`config.mk`:
```
export PLATFORM = sky130hd
export DESIGN_NAME = seg_ser_rx_flat
export DESIGN_NICKNAME = d
export VERILOG_FILES = /design/src/rtl/seg_ser_rx_pkg.sv /design/src/rtl/seg_ser_rx_if.sv /design/src/rtl/seg_ser_rx_glyph_decode.sv /design/src/rtl/seg_ser_rx.sv /design/src/flat_wrapper.sv
export SDC_FILE = /design/constraint.sdc
export NUM_CORES = 1
export LEC_CHECK = 0
export CAP_MARGIN = 40
export CORE_MARGIN = 3
export CORE_UTILIZATION = 56
export DETAILED_ROUTE_END_ITERATION = 10
export HOLD_SLACK_MARGIN = 0.08
export PLACE_DENSITY = 0.8
export SLEW_MARGIN = 20
export SYNTH_ARGS = -nofsm -noshare
export SYNTH_HDL_FRONTEND = slang
export SYNTH_SLANG_ARGS = --single-unit
```
`constraint.sdc`:
```
create_clock -name clk -period 2.7 [get_ports clk]
set_input_delay 0.54 -clock clk [delete_from_list [all_inputs] [get_ports clk]]
set_output_delay 0.54 -clock clk [all_outputs]
set_load 0.02 [all_outputs]
```
`src/rtl/seg_ser_rx_pkg.sv`:
```
// Shared types and constants for the segment-link receiver: FSM states,
// the SCORE header and the active-low hex glyph table.
package seg_rx_pkg;

   typedef enum logic {
      IDLE  = 1'b0,
      SHIFT = 1'b1
   } rx_state_e;

   localparam logic [39:0] SCORE_HDR = 40'h92C6C08886;

   // Entry n is the active-low 7-segment byte shown for hex digit n (bit 7 = dp, unlit).
   localparam logic [15:0][7:0] GLYPH_TAB = {
      8'h8E, 8'h86, 8'hA1, 8'hC6, 8'h83, 8'h88, 8'h90, 8'h80,
      8'hF8, 8'h82, 8'h92, 8'h99, 8'hB0, 8'hA4, 8'hF9, 8'hC0
   };

endpackage

```
`src/rtl/seg_ser_rx_if.sv`:
```
// Four-wire serial display link: the transmitter is master, the receiver slave.
interface seg_ser_rx_if;
   logic SEGCLK;
   logic SEGCLR;
   logic SEGDT;
   logic SEGEN;

   modport master (output SEGCLK, SEGCLR, SEGDT, SEGEN);
   modport slave  (input  SEGCLK, SEGCLR, SEGDT, SEGEN);
endinterface

```
`src/rtl/seg_ser_rx_glyph_decode.sv`:
```
// Inverse glyph lookup: active-low 7-segment byte to hex nibble, with a
// valid flag that is low for bytes outside the table (nibble then reads 0).
module seg_glyph_decode
   import seg_rx_pkg::*;
(
   input  logic [7:0] seg_byte,
   output logic       valid,
   output logic [3:0] nibble
);

   always_comb begin
      valid  = 1'b0;
      nibble = 4'h0;
      for (int i = 0; i < 16; i++) begin
         if (seg_byte == GLYPH_TAB[i]) begin
            valid  = 1'b1;
            nibble = 4'(i);
         end
      end
   end

endmodule

```
`src/rtl/seg_ser_rx.sv`:
```
// Segment-link receiver: synchronises the four link wires, deserialises one
// frame MSB first and checks its length. Optional glyph decode: SEG_RX_DECODE_EN.
//
// state | meaning
// IDLE  | waiting for SEGCLR low; SEGCLK / SEGEN edges ignored
// SHIFT | collecting bits on SEGCLK rises until SEGEN rises
module seg_ser_rx
   import seg_rx_pkg::*;
#(
   parameter int FRAME_BITS  = 64,
   parameter int SYNC_STAGES = 2
) (
   input  logic                  clk,
   input  logic                  rst,
   seg_ser_rx_if.slave           seg,
   output logic [FRAME_BITS-1:0] frame,
   output logic                  frame_valid,
   output logic                  len_err,
   output logic                  busy,
   output logic [11:0]           digits,
   output logic                  glyph_err,
   output logic                  hdr_ok
);

   localparam int              CNT_W    = $clog2(FRAME_BITS + 2);
   localparam logic [CNT_W-1:0] CNT_MAX  = CNT_W'(FRAME_BITS + 1);
   localparam logic [CNT_W-1:0] CNT_FULL = CNT_W'(FRAME_BITS);
   // Line order {SEGEN, SEGDT, SEGCLR, SEGCLK}; SEGCLR idles high so it must reset high.
   localparam logic [3:0]      LINE_RST = 4'b0010;

   logic [3:0]                   pins;
   logic [SYNC_STAGES-1:0][3:0]  sync_q;
   logic [3:0]                   lines;
   logic [1:0]                   edge_q;
   logic                         clk_rise;
   logic                         en_rise;
   logic                         clr_low;
   logic                         dt;

   rx_state_e                    state;
   logic [FRAME_BITS-1:0]        shreg;
   logic [FRAME_BITS-1:0]        shreg_nx;
   logic [CNT_W-1:0]             bit_cnt;
   logic [CNT_W-1:0]             cnt_nx;

   assign pins = {seg.SEGEN, seg.SEGDT, seg.SEGCLR, seg.SEGCLK};

   always_ff @(posedge clk or negedge rst) begin
      if (!rst) begin
         sync_q <= {SYNC_STAGES{LINE_RST}};
         edge_q <= 2'b00;
      end else begin
         sync_q <= {sync_q[SYNC_STAGES-2:0], pins};
         edge_q <= {lines[3], lines[0]};
      end
   end

   assign lines    = sync_q[SYNC_STAGES-1];
   assign clk_rise = lines[0] & ~edge_q[0];
   assign en_rise  = lines[3] & ~edge_q[1];
   assign clr_low  = ~lines[1];
   assign dt       = lines[2];

   // Shift happens ahead of the length check so a same-cycle SEGEN counts this bit.
   always_comb begin
      shreg_nx = shreg;
      cnt_nx   = bit_cnt;
      if (clk_rise) begin
         shreg_nx = {shreg[FRAME_BITS-2:0], dt};
         if (bit_cnt != CNT_MAX) cnt_nx = bit_cnt + 1'b1;
      end
   end

`ifdef SEG_RX_DECODE_EN
   logic [2:0]  dec_valid;
   logic [11:0] dec_digits;

   for (genvar g = 0; g < 3; g++) begin : g_dec
      seg_glyph_decode u_dec (
         .seg_byte (shreg_nx[8*g +: 8]),
         .valid    (dec_valid[g]),
         .nibble   (dec_digits[4*g +: 4])
      );
   end

   always_ff @(posedge clk or negedge rst) begin
      if (!rst) begin
         digits    <= '0;
         glyph_err <= 1'b0;
         hdr_ok    <= 1'b0;
      end else if (state == SHIFT && !clr_low && en_rise && cnt_nx == CNT_FULL) begin
         digits    <= dec_digits;
         glyph_err <= ~&dec_valid;
         hdr_ok    <= (shreg_nx[63:24] == SCORE_HDR);
      end
   end
`else
   assign digits    = '0;
   assign glyph_err = 1'b0;
   assign hdr_ok    = 1'b0;
`endif

   always_ff @(posedge clk or negedge rst) begin
      if (!rst) begin
         state       <= IDLE;
         shreg       <= '0;
         bit_cnt     <= '0;
         frame       <= '0;
         frame_valid <= 1'b0;
         len_err     <= 1'b0;
         busy        <= 1'b0;
      end else begin
         frame_valid <= 1'b0;
         len_err     <= 1'b0;
         case (state)
            IDLE: begin
               if (clr_low) begin
                  shreg   <= '0;
                  bit_cnt <= '0;
                  state   <= SHIFT;
                  busy    <= 1'b1;
               end
            end
            SHIFT: begin
               if (clr_low) begin
                  shreg   <= '0;
                  bit_cnt <= '0;
               end else if (en_rise) begin
                  state <= IDLE;
                  busy  <= 1'b0;
                  if (cnt_nx == CNT_FULL) begin
                     frame       <= shreg_nx;
                     frame_valid <= 1'b1;
                  end else begin
                     len_err <= 1'b1;
                  end
               end else begin
                  shreg   <= shreg_nx;
                  bit_cnt <= cnt_nx;
               end
            end
            default: begin
               state <= IDLE;
               busy  <= 1'b0;
            end
         endcase
      end
   end

endmodule

```
`src/flat_wrapper.sv`:
```
// flat-port wrapper written by rule: the top's interface ports become plain ports
module seg_ser_rx_flat import seg_rx_pkg::*;
#(
   parameter int FRAME_BITS  = 64,
   parameter int SYNC_STAGES = 2
)
  (clk, rst, frame, frame_valid, len_err, busy, digits, glyph_err, hdr_ok, seg_SEGCLK, seg_SEGCLR, seg_SEGDT, seg_SEGEN);
  seg_ser_rx_if seg_i ();
  input  logic clk;
  input  logic rst;
  output logic [FRAME_BITS-1:0] frame;
  output logic frame_valid;
  output logic len_err;
  output logic busy;
  output logic [11:0] digits;
  output logic glyph_err;
  output logic hdr_ok;
  input wire logic [$bits(seg_i.SEGCLK)-1:0] seg_SEGCLK;
  input wire logic [$bits(seg_i.SEGCLR)-1:0] seg_SEGCLR;
  input wire logic [$bits(seg_i.SEGDT)-1:0] seg_SEGDT;
  input wire logic [$bits(seg_i.SEGEN)-1:0] seg_SEGEN;
  assign seg_i.SEGCLK = seg_SEGCLK;
  assign seg_i.SEGCLR = seg_SEGCLR;
  assign seg_i.SEGDT = seg_SEGDT;
  assign seg_i.SEGEN = seg_SEGEN;
  seg_ser_rx #(.FRAME_BITS(FRAME_BITS), .SYNC_STAGES(SYNC_STAGES)) u_core (.clk(clk), .rst(rst), .seg(seg_i), .frame(frame), .frame_valid(frame_valid), .len_err(len_err), .busy(busy), .digits(digits), .glyph_err(glyph_err), .hdr_ok(hdr_ok));
endmodule
```
==> flow_summary_export.csv <==
group,metric,value,unit
run_status,status,"finished, final reports clean",
grt,grt_pass1_wl,24.1,mm
sta,fin_crit_sh,97.9,%
yosys,synth_top_cells_by_area,"dfrtp_1, nand2_1, mux2_4",
critical_path,crit_fanout,39,
critical_path,critical_path_class,"flop to flop",
critical_path,r2r_start,"u_core.bit_cnt[1]",
critical_path,worstPathArrival,2.94,ns
routing,viasPerCell,5.19,
routing,wl_per_cell,14.6,um
placement,place.gp.congestion,0.776,
critical_path,worstPathRequired,3.00,ns
sta,maxSlewHeadroom,55.3,%
routing,top_layer,"met4",
die,die_w,118,um
yosys,yosysMostFrequentCell,"nand2_1",
sta,finalHoldViolCount,0,
grt,grt_pass1_vias,5033,
routing,drt-initial-drc-count,329,
clock_tree,clock_latency,0.42,ns
critical_path,regToRegSetupSlack,0.06,ns
yosys,yosys-top-cells-count,"nand2_1, dfrtp_1, a21boi_0",
routing,vias,4947,
routing,drc,0,
yosys,ys.flop_type,"dfrtp_1",
placement,io_buffers,72,
sta,maxSlewViolCount,0,
grt,antenna_found_initial,0,
routing,wirelength,13.9,mm
power,power.leakage,4.14,nW
cells_and_area,areaGrowthSynthToFinish,20.7,%
power,clkPwrFrac,49.7,%
critical_path,cp-end-kind,"flop",
routing,ant_nets,0,
clock_tree,postCtsSetupBuffers,0,
critical_path,timing.rr.end,"u_core.frame[47]",
yosys,ys_ff_latch,149,
yosys,synth_async_sr_flop_share,100,%
sta,clock_skew,0.00832,ns
die,core,12100,um^2
run,maxCapViolCount,0,
sta,worst_slew_pin_slew,0.671,ns
routing,firstDrtPassIters,5,
yosys,synth_cells,713,
power,pwr-share-comb,4.3,%
power,power_frac_seq,45.9,%
grt,grt_use_total,21.2,%
die,ios,87,
clock_tree,cts.hold.buffers_added,0,
clock_tree,cts_inserted_buffers,17,
grt,grt_overflow_total,0,
placement,dp_hpwl,8.53,mm
min_path,hp-class,"primary input to asynchronous set/reset pin",
sta,fin_crit,2.64,ns
cells_and_area,fill_cells,896,
yosys,synth.top_cell.area_share,52.4,%
die,die_area,13900,um^2
cells_and_area,final_layout_size_suffix_gt1_share,14.9,%
sta,setup_tns,0,ns
power,pwr_density_cell,581,nW/um^2
grt,grt_max_degree,74,
critical_path,reg2regPathDepth,8,
cells_and_area,ff_latch_area,3730,um^2
cells_and_area,antenna_cells,0,
yosys,syn_area,7020,um^2
die,start_util,57.9,%
routing,met2_length,6.66,mm
power,p_int,3.88,mW
clock_tree,ctsRootBufferMaster,"clkbuf_16",
clock_tree,ctsResizeCount,0,
clock_tree,cts_tree,"done",
clock_tree,clock_path_buffers,2,
sta,timing.final.ws_setup,0.0561,ns
clock_tree,clk_pin_slew,0.06,ns
yosys,synth-edff-count,0,
die,row_count,40,
sta,fmax,378,MHz
routing,wl_met3,673,um
placement,post-place-ws,0.121,ns
yosys,yosysSeqAreaShare,53.2,%
routing,wl_met1,6.27,mm
yosys,synth_top_area_cell,"dfrtp_1",
die,chipHeight,118,um
cells_and_area,multi_input_area,3020,um^2
clock_tree,cts.sinks,149,
yosys,synth_cell_types,37,
critical_path,start_kind,"flop",
sta,finalSetupViolCount,0,
power,peakVddDrop,520,uV
yosys,synth.avg_cell_area,9.84,um^2
clock_tree,htree_levels,4,
power,netSwitchingPower,1.05,mW
sta,rsz0062_at_grt,"false",
power,switching_share,21.3,%
cells_and_area,nNetsFinal,781,
yosys,synth_warnings,0,
-- kinds of logic (layout without fill, tap and decap cells) --
family | after synthesis | count (layout) | share of synthesized area [%]
AO/OA/AOI/OAI | 75 | 75 | 7.93
AND/OR/NAND/NOR | 356 | 356 | 20.1
buffers and inverters | 60 | 120 | 4.72
XOR/XNOR | 6 | 6 | 0.749
multiplexers | 64 | 64 | 12.9
flip-flops | 149 | 149 | 53.2
adder cells (fa/ha/maj) | 2 | 2 | 0.357
other | 1 | 14 | 0.0534
-- per-layer routing --
metal / vias to the layer above / GRT usage [%]
met3: 28 / 4.90
met4: 0 / 8.50
met5: - / 0
met2: 148 / 33.8
li1: 2386 / -
met1: 2385 / 28.3
-- cells in the final DEF (no fill, tap or decap), drive strengths merged, types with 3 or more instances in the layout --
cell / count
a211oi: 3
a21boi: 64
and2: 7
buf: 15
bufinv: 3
clkbuf: 24
clkdlybuf4s50: 71
clkinv: 3
conb: 14
dfrtp: 147
mux2: 64
nand2: 325
nand2b: 4
nand4: 3
nor2: 6
xnor2: 4
-- state kept, by name (all words and copies together), names as in the netlist --
register,count
u_core.edge_q,2
u_core.shreg,64
u_core.bit_cnt,7
u_core.frame,64
u_core.lines,4
u_core.len_err,1
u_core.sync_q,4
u_core.state,1
u_core.busy,1
u_core.frame_valid,1
-- final cells by class --
| type | count | share of cell area (%) |
|---|---|---|
| clock inverters | 8 | 1.42 |
| clock buffers | 24 | 5.92 |
| well taps | 168 | 2.48 |
| multi-input cells | 517 | 35.7 |
| flip-flops and latches | 149 | 44.1 |
| repair buffers | 86 | 10.4 |
| inverters | 2 | 0.0887 |
-- power groups by stage --
stage               logic (mW)  clock network, mW  registers [mW]
finish                   0.214               2.45            2.26
global route             0.239               2.60            2.26
CTS                      0.218               2.49            2.26
detailed placement       0.216                  0            2.30
global placement         0.210                  0            2.30
floorplan                0.127                  0            2.30
-- worst max-delay path, stage by stage (launching register included) --
cell and delay, ns:
dfrtp_1 0.45, inv_1 0.09, ha_1 0.12, or4b_4 0.47
o21ai_1 0.14, a2bb2oi_1 0.11, or4_4 0.56, buf_12 0.21
mux2_4 0.33
-- worst max path at each step --
stage,slack [ns],start,end,cells after the start
4_1_cts,0.08,u_core.bit_cnt[1],u_core.frame[18],8
6_report,0.06,u_core.bit_cnt[1],u_core.frame[47],8
5_1_grt,0.02,u_core.bit_cnt[1],u_core.frame[47],8
3_5_place_dp,0.12,u_core.bit_cnt[1],u_core.frame[57],8
2_1_floorplan,0.22,u_core.bit_cnt[0],u_core.frame[14],8
3_3_place_gp,0.19,u_core.bit_cnt[1],u_core.frame[59],8
-- metrics by stage --
stage	util [%]	instances	hold slack, ns	instance area (um^2)	total power [mW]
3_5_place_dp	64.8	922	0.338	7850	2.52
6_report	69.9	954	0.134	8470	4.92
5_1_grt	69.9	954	0.175	8470	5.09
4_1_cts	69.9	954	0.152	8470	4.97
3_3_place_gp	64.8	922	0.334	7850	2.51
2_1_floorplan	-	726	0.244	7070	2.43
Power figures use the tool's default switching activity.
